==> src/rtl/midi_pkg.sv <==
// Shared MIDI link definitions: status nibbles, 8N1 frame constants and the
// transmit state encoding.
package midi_pkg;

  localparam logic [3:0] MIDI_NOTE_ON  = 4'h9;
  localparam logic [3:0] MIDI_NOTE_OFF = 4'h8;

  localparam logic START_LEVEL    = 1'b0;
  localparam logic STOP_LEVEL     = 1'b1;
  localparam int   BITS_PER_FRAME = 10;
  localparam int   BYTES_PER_MSG  = 3;

  typedef enum logic [1:0] {
    IDLE,
    START_BIT,
    DATA_BITS,
    STOP_BIT
  } tx_state_e;

  function automatic logic [7:0] status_byte(input logic note_on,
                                             input logic [3:0] channel);
    return {(note_on ? MIDI_NOTE_ON : MIDI_NOTE_OFF), channel};
  endfunction

endpackage

==> src/rtl/midi_baud_tick.sv <==
// Baud counter: counts 0..CLKS_PER_BIT-1 while enabled and pulses TICK on the
// terminal count. Held at zero while disabled so every frame starts aligned.
module midi_baud_tick #(
  parameter int CLKS_PER_BIT = 128
) (
  input  logic CLK,
  input  logic RESET,
  input  logic EN,
  output logic TICK
);

  localparam int CNT_W = (CLKS_PER_BIT > 1) ? $clog2(CLKS_PER_BIT) : 1;
  localparam logic [CNT_W-1:0] TERMINAL = CNT_W'(CLKS_PER_BIT - 1);

  logic [CNT_W-1:0] cnt;

  assign TICK = EN && (cnt == TERMINAL);

  always_ff @(posedge CLK or negedge RESET) begin
    if (!RESET) begin
      cnt <= '0;
    end else if (!EN || TICK) begin
      cnt <= '0;
    end else begin
      cnt <= cnt + 1'b1;
    end
  end

endmodule

==> src/rtl/midi_transmitter.sv <==
// MIDI note-on/off transmitter: latches one three-byte message on START and
// sends it as three 8N1 frames on an idle-high, flop-driven line.
module midi_transmitter
  import midi_pkg::*;
#(
  parameter int CLKS_PER_BIT = 128,
  parameter bit LSB_FIRST    = 1'b1
) (
  input  logic       CLK,
  input  logic       RESET,
  input  logic       START,
  input  logic       NOTE_ON,
  input  logic [3:0] CHANNEL,
  input  logic [6:0] NOTE,
  input  logic [6:0] VELOCITY,
  output logic       DATA,
  output logic       BUSY,
  output logic       DONE,
  output tx_state_e  STATE
);

  // Handshake: START is taken on a rising edge while the FSM is IDLE, or on the
  // edge that ends the final stop bit (back-to-back, no idle gap). BUSY is high
  // from the edge after acceptance until the message ends; DONE is a one-cycle
  // pulse on that last edge. START and field inputs are ignored otherwise.

  localparam logic [2:0] LAST_BIT  = 3'(BITS_PER_FRAME - 3);
  localparam logic [1:0] LAST_BYTE = 2'(BYTES_PER_MSG - 1);

  tx_state_e  state_q, state_n;
  logic       data_q, data_n;
  logic       done_q, done_n;
  logic [2:0] bit_q, bit_n;
  logic [1:0] byte_q, byte_n;
  logic [7:0] sh_q, sh_n;
  logic [7:0] msg_q [BYTES_PER_MSG];
  logic       load;
  logic       tick;

  midi_baud_tick #(
    .CLKS_PER_BIT(CLKS_PER_BIT)
  ) u_baud (
    .CLK  (CLK),
    .RESET(RESET),
    .EN   (state_q != IDLE),
    .TICK (tick)
  );

  function automatic logic head_bit(input logic [7:0] b);
    return LSB_FIRST ? b[0] : b[7];
  endfunction

  function automatic logic [7:0] shift_out(input logic [7:0] b);
    return LSB_FIRST ? {1'b0, b[7:1]} : {b[6:0], 1'b0};
  endfunction

  always_comb begin
    state_n = state_q;
    data_n  = data_q;
    done_n  = 1'b0;
    bit_n   = bit_q;
    byte_n  = byte_q;
    sh_n    = sh_q;
    load    = 1'b0;
    case (state_q)
      IDLE: begin
        data_n = STOP_LEVEL;
        if (START) begin
          state_n = START_BIT;
          data_n  = START_LEVEL;
          byte_n  = '0;
          load    = 1'b1;
        end
      end
      START_BIT: begin
        if (tick) begin
          state_n = DATA_BITS;
          bit_n   = '0;
          data_n  = head_bit(msg_q[byte_q]);
          sh_n    = shift_out(msg_q[byte_q]);
        end
      end
      DATA_BITS: begin
        if (tick) begin
          if (bit_q == LAST_BIT) begin
            state_n = STOP_BIT;
            data_n  = STOP_LEVEL;
          end else begin
            bit_n  = bit_q + 3'd1;
            data_n = head_bit(sh_q);
            sh_n   = shift_out(sh_q);
          end
        end
      end
      STOP_BIT: begin
        if (tick) begin
          if (byte_q != LAST_BYTE) begin
            state_n = START_BIT;
            data_n  = START_LEVEL;
            byte_n  = byte_q + 2'd1;
          end else begin
            done_n  = 1'b1;
            state_n = IDLE;
            data_n  = STOP_LEVEL;
            byte_n  = '0;
            if (START) begin
              state_n = START_BIT;
              data_n  = START_LEVEL;
              load    = 1'b1;
            end
          end
        end
      end
      default: begin
        state_n = IDLE;
        data_n  = STOP_LEVEL;
      end
    endcase
  end

  always_ff @(posedge CLK or negedge RESET) begin
    if (!RESET) begin
      state_q <= IDLE;
      data_q  <= STOP_LEVEL;
      done_q  <= 1'b0;
      bit_q   <= '0;
      byte_q  <= '0;
      sh_q    <= '0;
      for (int i = 0; i < BYTES_PER_MSG; i++) msg_q[i] <= '0;
    end else begin
      state_q <= state_n;
      data_q  <= data_n;
      done_q  <= done_n;
      bit_q   <= bit_n;
      byte_q  <= byte_n;
      sh_q    <= sh_n;
      if (load) begin
        msg_q[0] <= status_byte(NOTE_ON, CHANNEL);
        msg_q[1] <= {1'b0, NOTE};
        msg_q[2] <= {1'b0, VELOCITY};
      end
    end
  end

  assign DATA  = data_q;
  assign BUSY  = (state_q != IDLE);
  assign DONE  = done_q;
  assign STATE = state_q;

endmodule
==> config.mk <==
export PLATFORM = sky130hd
export DESIGN_NAME = midi_transmitter
export DESIGN_NICKNAME = d
export VERILOG_FILES = /design/src/rtl/midi_pkg.sv /design/src/rtl/midi_baud_tick.sv /design/src/rtl/midi_transmitter.sv
export SDC_FILE = /design/constraint.sdc
export NUM_CORES = 1
export LEC_CHECK = 0
export CAP_MARGIN = 40
export CELL_PAD_IN_SITES_DETAIL_PLACEMENT = 1
export CELL_PAD_IN_SITES_GLOBAL_PLACEMENT = 1
export CORE_ASPECT_RATIO = 1.5
export CORE_MARGIN = 4
export CORE_UTILIZATION = 47
export DETAILED_ROUTE_END_ITERATION = 6
export PLACE_DENSITY_LB_ADDON = 0.3
export SYNTH_ARGS = -nofsm -noshare
export SYNTH_HDL_FRONTEND = slang
export SYNTH_SLANG_ARGS = --single-unit
==> constraint.sdc <==
create_clock -name CLK -period 3.1 [get_ports CLK]
set_input_delay 0.465 -clock CLK [delete_from_list [all_inputs] [get_ports CLK]]
set_output_delay 0.465 -clock CLK [all_outputs]
set_load 0.02 [all_outputs]
Word level (Yosys, flattened, before mapping):

Index checks and enable logic that the tools add are counted.

* flip-flop bits (word level): 46
* bits of input ports: 22
* output and inout bits: 5
* word-level logic and storage cells: 77

* add/subtract/negate cells: 3
* $lt $le $gt $ge: 1
* equal/unequal tests: 12
* muxes and demuxes: 39
* bitwise logic cells: 1
* reductions and logical operators: 11

Operators by type and width (count)
* 8-bit 2-to-1 mux: 5
* 8-bit binary-select mux with 2-bit select: 1
* 2-bit 2-to-1 mux: 8
* 8-bit one-hot mux with 2 select lines: 1
* 1-bit 2-to-1 mux: 15
* 3-bit 2-to-1 mux: 3
* 2-bit != test, second input constant: 4
* 2-bit one-hot mux with 4 select lines: 1
* 7-bit by 1-bit adder with 7-bit output, second input constant: 1
* 7-bit equality test, second input constant: 1
* 7-bit 2-to-1 mux: 1
* 2-bit by 1-bit != test with 1-bit output, second input constant: 3
* 3-bit one-hot mux with 2 select lines: 1
* 3-bit AND reduction: 2
* 2-bit nonzero test: 3
* 5-bit AND reduction: 1
* 2-bit equality test, second input constant: 2
* 1-bit one-hot mux with 4 select lines: 1
* 2-bit one-hot mux with 2 select lines: 1
* 4-bit AND reduction: 1
* 3-bit by 1-bit adder with 3-bit output, second input constant: 1
* 3-bit equality test, second input constant: 1
* 3-bit >= comparator, second input constant: 1
* 2-bit NOT with 3-bit output: 1
* other kinds (7): 7

Logic depth before layout (Yosys ltp):

* depth in word-level cells: 6
* mapped depth: 9
* gate-level depth less buffers: 6

By module:

A second synthesis with hierarchy kept.

* cells, all modules: 180
* area total of the unflattened synthesis: 2150.8 µm²

By module, submodules not included
* midi_transmitter: instances 1, cells each 149, area an instance 1840.5 µm², seq. area each 902.1 µm²
* midi_baud_tick: instances 1, cells each 31, area an instance 310.3 µm², seq. area each 175.2 µm²

Worst setup path after synthesis:

OpenSTA, ideal clock, no wires.

* path kind: register to register
* start point: register state_q[0] (netlist: STATE[0])
* end point: register state_q[1] (netlist: STATE[1])
* setup time: 125 ps
* data arrival time: 1868 ps
* required time: 2975 ps
* path slack: 1108 ps
* stages on the path, launching flop included: 8
* path buffers: 1
* clock period less this slack: 1992 ps
* path through: dfrtp_1 inv_1 ha_1 buf_2 nor3_1 o2bb2ai_1 and2_1 mux2_2

* word-level cells in the longest chain between the ends: 4
* elaborated cells on any way between the ends: 13
* those cells by class: eq/ne (8); mux (1); reduce/logical (4)

RTL lines
* start, declared: RTL line midi_transmitter.sv:30 `tx_state_e state_q, state_n;`
* start signal, assigned: RTL line midi_transmitter.sv:131 `state_q <= state_n;`
* 2-bit nonzero test: RTL line midi_transmitter.sv:45 `.EN (state_q != IDLE),`
* 1-bit logical AND: RTL line midi_baud_tick.sv:17 `assign TICK = EN && (cnt == TERMINAL);`
* 2-bit by 1-bit != test with 1-bit output (no source line)
* 5-bit AND reduction (no source line)

Several ways; a longest one is shown, not always the timed one.
A chain may end at the register's enable or synchronous reset.

Worst setup path after layout:

* start point: register state_q[1] (netlist: STATE[1])
* end point: output BUSY

* word-level cells in the longest chain between the ends: 1

RTL lines
* 2-bit nonzero test: RTL line midi_transmitter.sv:146 `assign BUSY = (state_q != IDLE);`
* end, declared: RTL line midi_transmitter.sv:17 `output logic BUSY,`

Every way passes these cells.

==> metrics.log <==
INFO  metric wire_length_of_the_first_global_routing_pass = 7810 µm
INFO  metric period_needed = 2.367 ns
INFO  metric routed-via-count = 1,451
INFO  metric post-cts-setup-buffer-count = 0
INFO  metric drt-vias-per-instance = 5.758
INFO  metric synth.lib_cells_used.distinct = 40
INFO  metric ff2ff_path_depth = 6
INFO  metric fin_cells = 252
INFO  metric mostFrequentLayoutCell = dfrtp_1
INFO  metric top_level_ports = 27
INFO  metric first_global_vias = 1,623
INFO  metric post_drt_wl_per_cell = 17.95 µm
INFO  metric worst-r2r-setup-slack = 0.84 ns
INFO  metric synth_area = 2107 µm²
INFO  metric finish.net_count = 235
INFO  metric postSynth.topFlopCell = dfrtp_1
INFO  metric finalWirelength = 4524 µm
INFO  metric worst_slew_pin_slew = 0.6441 ns
INFO  metric achievable-frequency = 0.4225 GHz
INFO  metric synthDominantCellAreaShare = 49.88%
INFO  metric final_layout_size_suffix_gt1_share = 16.50%
INFO  metric floorplan.initialDensity = 49.21%
INFO  metric worst_ir_drop_vdd = 0.4755 mV
INFO  metric grt_antenna_before_repair = 0
INFO  metric insertedDiodeCount = 0
INFO  metric postSynthAreaPerCell = 11.71 µm²
INFO  metric dieHeight = 90 µm
INFO  metric global_route_total_usage_across_every_layer = 17.89%
INFO  metric arrival_time_worst_endpoint = 1.90 ns
INFO  metric dpl.hpwl = 3366 µm
INFO  metric grt_max_degree = 32
INFO  metric post_cts_resized = 0
INFO  metric final_hold_viol_count = 0
INFO  metric critical_path.max_fanout = 12
INFO  metric proportion_of_synthesized_chip_area_in_sequential_cells = 51.13%
INFO  metric dieWidth = 62.67 µm
INFO  metric fp-row-count = 29
INFO  metric detail_route.first_pass.iterations = 4
INFO  metric clock_tree_from_tritoncts = built
INFO  metric detail_route.iter0.violations = 22
INFO  metric skew = 0.004708 ns
INFO  metric number_of_clock_buffers_inserted_by_tritoncts = 5
INFO  metric placed_cells = 244
INFO  metric worst_setup_path_end_kind = primary output
INFO  metric final_ant_viol_nets = 0
INFO  metric floorplan.die_area = 5640 µm²
INFO  metric cts-root-buf = clkbuf_8
INFO  metric drt_drc_violations_left = 0
INFO  metric finalSetupViolations = 0
INFO  metric hold_buffers = 0
INFO  metric synth_edf_count = 0
INFO  metric setup_total_negative_slack = 0 ns
INFO  metric whs = 0.05074 ns
INFO  metric worst_r2r_startpoint = STATE[0]
INFO  metric power_per_cell_area = 807.4 nW/µm²
INFO  metric timing.hold.worst.class = in2async
INFO  metric clk_latency = 0.30 ns
INFO  metric drv_cap = 0
INFO  metric synth_to_final_area_change = 16.63%
INFO  metric tritoncts_num_sinks = 43
INFO  metric cts.reportedPaths.clkPinSlew = 0.08 ns
INFO  metric crit-reg2reg-capture = STATE[1]
INFO  metric outcome = completed
INFO  metric cts-htree-levels = 2
INFO  metric maxSlewViolCount = 0
INFO  metric post_synthesis_async_set_or_reset_flop_share = 100.0%
INFO  metric mappedNetlistNets = 210
INFO  metric rsz0062_at_grt = false
INFO  metric fp.coreArea = 4282 µm²
INFO  metric maximum_root_to_sink_buffer_count = 2
INFO  metric gp_congestion = 0.7588
INFO  metric ys_seq_elements = 43
INFO  metric synthesis.yosys.warnings = 0
INFO  metric synth_area_leaders = dfrtp_1, mux2_2, ha_1
INFO  metric max_slew_margin_vs_limit = 56.97%
INFO  metric synthCells = 180
INFO  metric globalRoute.totalOverflow = 0
INFO  metric min_period_over_period = 76.35%
INFO  metric timing.critical_path.required = 2.63 ns
INFO  metric placement.setup.worst_slack = 0.9059 ns
INFO  metric power.leakage = 1.053 nW
INFO  metric timing_worst_setup_path_type = reg2out
INFO  metric synth_top_cell_by_area = dfrtp_1
INFO  metric critPathLaunchType = flip-flop
INFO  metric layout.cells.most_common_list = dfrtp_1, clkdlybuf4s50_1, mux2_2
INFO  metric port_buffers = 26
INFO  metric worst_setup_slack_final = 0.7331 ns
==> metal layers <==
metal | wire length, µm | vias up | track usage (%)
li1 | - | 684 | -
met1 | 1640 | 729 | 17.50
met2 | 2611 | 28 | 34.28
met3 | 154 | 10 | 4.613
met4 | 119 | 0 | 7.919
met5 | 0 | - | 0
==> per-stage QoR <==
stage / cell area (µm²) / power (mW) / util (%)
6_report: 2457 / 1.984 / 57.39
5_1_grt: 2457 / 2.133 / 57.39
4_1_cts: 2457 / 2.014 / 57.39
3_5_place_dp: 2372 / 1.653 / 55.41
3_3_place_gp: 2352 / 1.587 / 54.94
2_1_floorplan: 2107 / 1.415 / -
==> flip-flops by register name, indices dropped and copies added, names as in the netlist <==
name,cells
u_baud.cnt,7
msg_q,20
STATE,2
byte_q,2
DONE,1
DATA,1
sh_q,7
bit_q,3
==> critical path, stage by stage, from the launching register on <==
cell             delay [ns]
dfrtp_1                0.43
inv_1                  0.15
ha_1                   0.41
inv_1                  0.07
clkdlybuf4s50_1        0.54
==> cell families after synthesis <==
logic type	after synthesis	synth area share, %
buf+inv	15	4.454
flops	43	51.13
mux	25	13.12
compound gates	31	10.93
simple gates	53	13.54
xor+xnor	5	2.079
fa+ha+maj	8	4.751
==> report_power, final <==
group          internal [mW]  switching, mW  total (mW)
logic                  0.400          0.374       0.773
clock network          0.157          0.189       0.347
registers              0.747          0.117       0.864
==> worst max-delay path by stage <==
| stage | startpoint | endpoint | slack, ns | cells after the start |
|---|---|---|---|---|
| 2_1_floorplan | STATE[0] | STATE[1] | 1.11 | 7 |
| 3_3_place_gp | STATE[0] | STATE[1] | 1.04 | 6 |
| 3_5_place_dp | STATE[0] | STATE[1] | 0.91 | 6 |
| 4_1_cts | STATE[1] | BUSY | 0.71 | 4 |
| 5_1_grt | STATE[0] | BUSY | 0.62 | 4 |
| 6_report | STATE[1] | BUSY | 0.73 | 4 |
==> Yosys cell counts, types with 3 or more instances <==
cell and instances:
inv_1 5, nand3_1 3, a21oi_1 4, nor2_1 11
dfrtp_1 42, mux2i_1 4, buf_6 4, and3_1 3
xnor2_1 3, buf_2 3, o31ai_1 6, ha_1 8
nand2b_1 3, a211oi_1 4, nand2_1 10, nor3_1 4
mux2_2 21, nor2b_1 9, a32o_1 4, and2_1 3
==> layout make-up <==
type	instances	area, µm²
Clock buffer	6	72.57
Clock inverter	2	12.51
Fill cell	477	1824
Inverter	5	18.77
Multi-Input combinational cell	122	935.9
Sequential cell	43	1077
Tap cell	46	57.56
Timing Repair Buffer	28	282.8
No activity file was read; power rests on OpenSTA's default activity.
